==> src/rtl/hazard_ctrl.sv <==
// Purpose: ID/EX hazard controller: scoreboard-based forwarding, load-use / flag stalls, redirect squash window.
// Latency: stall/issue/pc_sel/fwd are combinational from ID inputs and registered state; flush is registered.
// Backpressure: stall holds PC and IF/ID and injects a bubble into EX; FLUSH squashes IF/ID for BR_PENALTY cycles.
//
// Ports:
//   clk, rst_n                        clock, async active-low reset
//   id_valid, id_opcode, id_rd,
//   id_rs, id_rt, id_cond             decoded fields of the instruction held in ID
//   flags                             registered {N,V,Z} from EX
//   stall, issue, pc_sel, flush       pipeline control
//   fwd_rs, fwd_rt                    0 = register file, k = forward from scoreboard entry k-1
module hazard_ctrl #(
  parameter int RSIZE      = 4,
  parameter int FWD_DEPTH  = 2,
  parameter int LOAD_LAT   = 1,
  parameter int BR_PENALTY = 1
) (
  input  logic             clk,
  input  logic             rst_n,
  input  logic             id_valid,
  input  logic [3:0]       id_opcode,
  input  logic [RSIZE-1:0] id_rd,
  input  logic [RSIZE-1:0] id_rs,
  input  logic [RSIZE-1:0] id_rt,
  input  logic [2:0]       id_cond,
  input  logic [2:0]       flags,
  output logic             stall,
  output logic             issue,
  output logic             pc_sel,
  output logic             flush,
  output logic [2:0]       fwd_rs,
  output logic [2:0]       fwd_rt
);

  typedef struct packed {
    logic             vld;
    logic [RSIZE-1:0] rd;
    logic             ld;
    logic             fl;
  } sb_t;

  typedef enum logic {
    RUN   = 1'b0,
    FLUSH = 1'b1
  } state_e;

  localparam logic [2:0] BR_PEN3 = 3'(BR_PENALTY);

  state_e                 state_q, state_d;
  logic [2:0]             cnt_q, cnt_d;
  sb_t [FWD_DEPTH-1:0]    sb_q;
  sb_t                    sb_new;

  // ---------------------------------------------------------------------
  // Opcode classes
  // ---------------------------------------------------------------------
  logic reads_rs, reads_rt, reads_rd, writes_rd, is_load, sets_fl, is_br;
  logic cond_true, redirect;
  logic flag_n, flag_v, flag_z;

  assign flag_n = flags[2];
  assign flag_v = flags[1];
  assign flag_z = flags[0];

  assign reads_rs  = (id_opcode <= 4'd9);
  assign reads_rt  = (id_opcode <= 4'd3);
  assign reads_rd  = (id_opcode == 4'd9) | (id_opcode == 4'd14) | (id_opcode == 4'd15);
  assign writes_rd = (id_opcode <= 4'd8) | (id_opcode == 4'd10) | (id_opcode == 4'd11) |
                     (id_opcode == 4'd13);
  assign is_load   = (id_opcode == 4'd8);
  assign sets_fl   = (id_opcode <= 4'd7);
  assign is_br     = (id_opcode == 4'd12);

  always_comb begin
    cond_true = 1'b1;
    case (id_cond)
      3'd0:    cond_true = flag_z;
      3'd1:    cond_true = ~flag_z;
      3'd2:    cond_true = ~flag_z & ~flag_n;
      3'd3:    cond_true = flag_n;
      3'd4:    cond_true = flag_z | (~flag_z & ~flag_n);
      3'd5:    cond_true = flag_z | flag_n;
      3'd6:    cond_true = flag_v;
      default: cond_true = 1'b1;
    endcase
  end

  assign redirect = (is_br & cond_true) | (id_opcode == 4'd13) | (id_opcode == 4'd14) |
                    (id_opcode == 4'd15);

  // ---------------------------------------------------------------------
  // Forwarding lookup: youngest matching entry wins. Result bit 3 flags a
  // load whose data is not yet forwardable; its forward index reads 0.
  // ---------------------------------------------------------------------
  function automatic logic [3:0] lookup(input logic [RSIZE-1:0] src,
                                        input logic used,
                                        input sb_t [FWD_DEPTH-1:0] sb);
    logic       hit;
    logic [3:0] res;
    hit = 1'b0;
    res = '0;
    if (used && (src != '0)) begin
      for (int i = 0; i < FWD_DEPTH; i++) begin
        if (!hit && sb[i].vld && (sb[i].rd == src)) begin
          hit = 1'b1;
          if (sb[i].ld && (i < LOAD_LAT)) res = 4'b1000;
          else                            res = {1'b0, 3'(i + 1)};
        end
      end
    end
    return res;
  endfunction

  logic [3:0]       rs_res, rt_res;
  logic [RSIZE-1:0] rt_src;
  logic             rt_used;
  logic             ld_haz, fl_haz;

  // Stores, JR and EXEC read rd as data; it travels on the rt forwarding path.
  assign rt_src  = reads_rd ? id_rd : id_rt;
  assign rt_used = id_valid & (reads_rd | reads_rt);

  assign rs_res = lookup(id_rs, id_valid & reads_rs, sb_q);
  assign rt_res = lookup(rt_src, rt_used, sb_q);

  assign fwd_rs = rs_res[2:0];
  assign fwd_rt = rt_res[2:0];

  assign ld_haz = rs_res[3] | rt_res[3];
  // The branch must see flags from the instruction now in EX, which are not
  // registered yet; wait one cycle.
  assign fl_haz = is_br & sb_q[0].fl;

  // ---------------------------------------------------------------------
  // Control FSM
  // ---------------------------------------------------------------------
  always_comb begin
    state_d = state_q;
    cnt_d   = cnt_q;
    stall   = 1'b0;
    issue   = 1'b0;
    pc_sel  = 1'b0;
    flush   = 1'b0;
    case (state_q)
      RUN: begin
        if (id_valid) begin
          stall = ld_haz | fl_haz;
          issue = ~stall;
          if (issue && redirect) begin
            pc_sel = 1'b1;
            if (BR_PENALTY > 0) begin
              state_d = FLUSH;
              cnt_d   = BR_PEN3;
            end
          end
        end
      end
      FLUSH: begin
        flush = 1'b1;
        cnt_d = cnt_q - 3'd1;
        if (cnt_q == 3'd1) state_d = RUN;
      end
      default: begin
        state_d = RUN;
        cnt_d   = '0;
      end
    endcase
  end

  // Anything not issued (stall, flush, idle) enters EX as a bubble.
  always_comb begin
    sb_new = '0;
    if (issue) begin
      sb_new.vld = writes_rd & (id_rd != '0);
      sb_new.rd  = id_rd;
      sb_new.ld  = is_load;
      sb_new.fl  = sets_fl;
    end
  end

  always_ff @(posedge clk or negedge rst_n) begin
    if (!rst_n) begin
      state_q <= RUN;
      cnt_q   <= '0;
      sb_q    <= '0;
    end else begin
      state_q <= state_d;
      cnt_q   <= cnt_d;
      sb_q[0] <= sb_new;
      for (int i = 1; i < FWD_DEPTH; i++) begin
        sb_q[i] <= sb_q[i-1];
      end
    end
  end

endmodule

==> config.mk <==
export PLATFORM = sky130hd
export DESIGN_NAME = hazard_ctrl
export DESIGN_NICKNAME = d
export VERILOG_FILES = /design/src/rtl/hazard_ctrl.sv
export SDC_FILE = /design/constraint.sdc
export NUM_CORES = 1
export LEC_CHECK = 0
export ABC_AREA = 1
export ABC_CLOCK_PERIOD_IN_PS = 3850
export CORE_MARGIN = 2
export CORE_UTILIZATION = 66
export DETAILED_ROUTE_END_ITERATION = 8
export DONT_BUFFER_PORTS = 1
export HOLD_SLACK_MARGIN = 0.06
export PLACE_DENSITY = 0.82
export SYNTH_ARGS = -nofsm -noshare
export SYNTH_HDL_FRONTEND = slang
export SYNTH_SLANG_ARGS = --single-unit
==> constraint.sdc <==
create_clock -name clk -period 3.85 [get_ports clk]
set_clock_uncertainty 0.1 [all_clocks]
set_input_delay 0.77 -clock clk [delete_from_list [all_inputs] [get_ports clk]]
set_output_delay 0.77 -clock clk [all_outputs]
set_load 0.03 [all_outputs]
==> impl_metrics.toml <==
[global_routing]
grt_usage_pct = 26.1
busiest_layer = "met1"
grtUsageMet2_pct = 37.5
overflow = 0
grt_pass1_wl_um = 4000
antenna_found_initial = 0
grt_pass1_vias = 982
grt_util_met1_pct = 38.9
met3_usage_pct = 4.71
grt_max_degree = 17

[routing]
drt_pre_antenna_iters = 4
drc = 0
detail-route-antenna-nets = 0
drt_iter0_markers = 23
wl_um = 2600
vias = 1097
wl_per_cell_um = 12.9
via_per_inst = 5.43

[sta]
period_share_pct = 84.5
worst_pin_slew_ns = 0.759
finalSetupViolCount = 0
rsz0062_at_grt = "no"
maxSlewViolCount = 0
setup_tns_ns = 0
max_freq_ghz = 0.307
whs_ns = 0.350
fin_ws_ns = 0.597
finalHoldViolCount = 0
period_minus_slack_ns = 3.25
slew_headroom_pct = 49.2

[placement]
pre_cts_ws_ns = 0.608
place.gp.congestion = 0.882
numPortBuffers = 0
place_hpwl_um = 2120

[die]
dieArea_mm2 = 0.00216
ioPinCount = 35
start_util_pct = 69.8
rows = 15
die_h_um = 46.5
die_x_um = 46.5
core-area_mm2 = 0.00171

[clock_network]
clkLatencyLatePin_ns = 0.29
post_cts_buffers = 0
cts_tree = "done"
cts.reportedPaths.clkPinSlew_ns = 0.09
cts_root_buf = "clkbuf_4"
cts_buffer_depth = 2
numCtsBuffers = 3
h-tree-depth = 1
clock-sinks = 16

[synthesis]
netlist_area_mm2 = 0.00119
synth.most_common_cell = "nand2_1"
synthFlopType = "dfrtp_1"
async_flop_share_pct = 100
synth_area_leaders = "dfrtp_1 (34%), nand2_1 (12%), inv_1 (9.1%), nand3_1 (8.0%), nor2_1 (4.7%)"
ys_types = 27
yosysTopAreaCell = "dfrtp_1"
yosysWarnings = 0
ys_ff_latch = 16
synth_top_area_share_pct = 33.6
synth.top_cells.by_count = "nand2_1 (39), inv_1 (29), nand3_1 (19)"
ys_seq_area_share_pct = 33.6
synth-edff-count = 0
synthCells = 173
syn_area_per_cell_um2 = 6.89

[hold_path]
hold_path_startpoint = "sb_q[6]$_DFF_PN0_"
hold_class = "reg2reg"

[critical_path]
reg2regPathDepth = 6
critPathKind = "in2out"
r2r-end = "cnt_q[2]$_DFFE_PN0P_"
crit_fanout = 10
cp-endpoint = "pc_sel"
path_depth = 12
r2r-start = "sb_q[4]$_DFF_PN0_"
cp_top_family = "simple AND/OR/NAND/NOR gates"
crit_slowest_cell = "nor2_2"
startpoint = "id_opcode[0]"
cp.buffers_inverters = 1
max_stage_delay_ns = 0.38
end_kind = "output port"
startpoint_type = "primary input"
required_ns = 2.98
r2r_slack_ns = 1.77
critical_path_arrival_ns = 2.38
crit_chain = "inv_1, nor2_1, nand2_4, nand2_4, nand2_1, nand2_2, nand2_1, nor3_2, nor2_1, nand3_2, nand4_1, nor2_2"

[flow_run]
maxCapViolations = 0

[finish]
drive_gt1_share_pct = 11.9
finalNetCount = 206
fillerInstances = 133
utilization_pct = 73.3
syn_to_final_growth_pct = 5.04
antennaDiodeCount = 0

[run_status]
status = "completed"

[pwr]
power_leakage_nw = 0.660
vdd.ir_drop.worst_uv = 281
power_density_mw_per_mm2 = 419
## per-layer routing
| layer | routed length, um | vias to the layer above | share of wire (%) |
|---|---|---|---|
| met4 | 34 | 0 | 1.3 |
| met5 | 0 | - | 0 |
| li1 | - | 563 | - |
| met3 | 179 | 5 | 6.9 |
| met1 | 1160 | 492 | 45 |
| met2 | 1220 | 37 | 47 |
## cells in the final DEF, fill, tap and decap left out, drive strengths merged, types with 4 or more instances in the layout
| cell type | netlist | routed |
|---|---|---|
| dfrtp | 16 | 16 |
| o21ai | 12 | 12 |
| nor2 | 23 | 23 |
| nand2 | 44 | 44 |
| nand3 | 21 | 21 |
| inv | 29 | 29 |
| xor2 | 4 | 4 |
## per-stage QoR
stage / instance area (um2) / total power, mW / cells
2_1_floorplan: 1200 / 0.397 / 174
3_3_place_gp: 1220 / 0.425 / 198
3_5_place_dp: 1220 / 0.435 / 198
4_1_cts: 1240 / 0.519 / 201
5_1_grt: 1250 / 0.560 / 202
6_report: 1250 / 0.524 / 202
## state kept, by name, indices dropped and copies added, names as in the netlist
name,count
cnt_q,3
sb_q,12
state_q,1
## power by group
part,internal (mW),switching [mW]
Combinational,0.0662,0.119
Clock,0.0364,0.0511
Sequential,0.208,0.0436
## worst reg2reg max path: stages (launching register included)
cell,delay (ns)
dfrtp_1,0.44
xor2_1,0.18
nor4_1,0.54
nand3_1,0.24
nand4_1,0.27
nor2_2,0.14
nor2_1,0.12
## worst min path at each step
stage,depth (start not counted),endpoint
finish,0,sb_q[13]$_DFF_PN0_
global route,0,sb_q[9]$_DFF_PN0_
CTS,0,sb_q[13]$_DFF_PN0_
detailed placement,0,sb_q[9]$_DFF_PN0_
global placement,0,sb_q[13]$_DFF_PN0_
floorplan,0,sb_q[13]$_DFF_PN0_
## what timing repair did
action | CTS | global route
endpoints found under the setup margin | 0 | 0
hold buffers | 0 | 1
resized for setup | 0 | 0
endpoints found under the hold margin | 0 | 16
## area by class of cell
cell class / count / area [um2] / share of cell area (%)
inverters: 29 / 109 / 8.69
well taps: 25 / 31.3 / 2.50
multi-input cells: 127 / 672 / 53.6
flip-flops and latches: 16 / 400 / 32.0
repair buffers: 2 / 17.5 / 1.40
clock buffers: 3 / 22.5 / 1.80
## kinds of logic after synthesis
kind of cell / Yosys count / share of synthesized area [%]
AO/OA/AOI/OAI: 21 / 10.1
flip-flops: 16 / 33.6
AND/OR/NAND/NOR: 98 / 40.6
adder cells (fa/ha/maj): 2 / 2.10
other: 1 / 0.314
XOR/XNOR: 4 / 2.94
buffers and inverters: 31 / 10.4
Note: power is estimated with default switching activity, not from simulation.
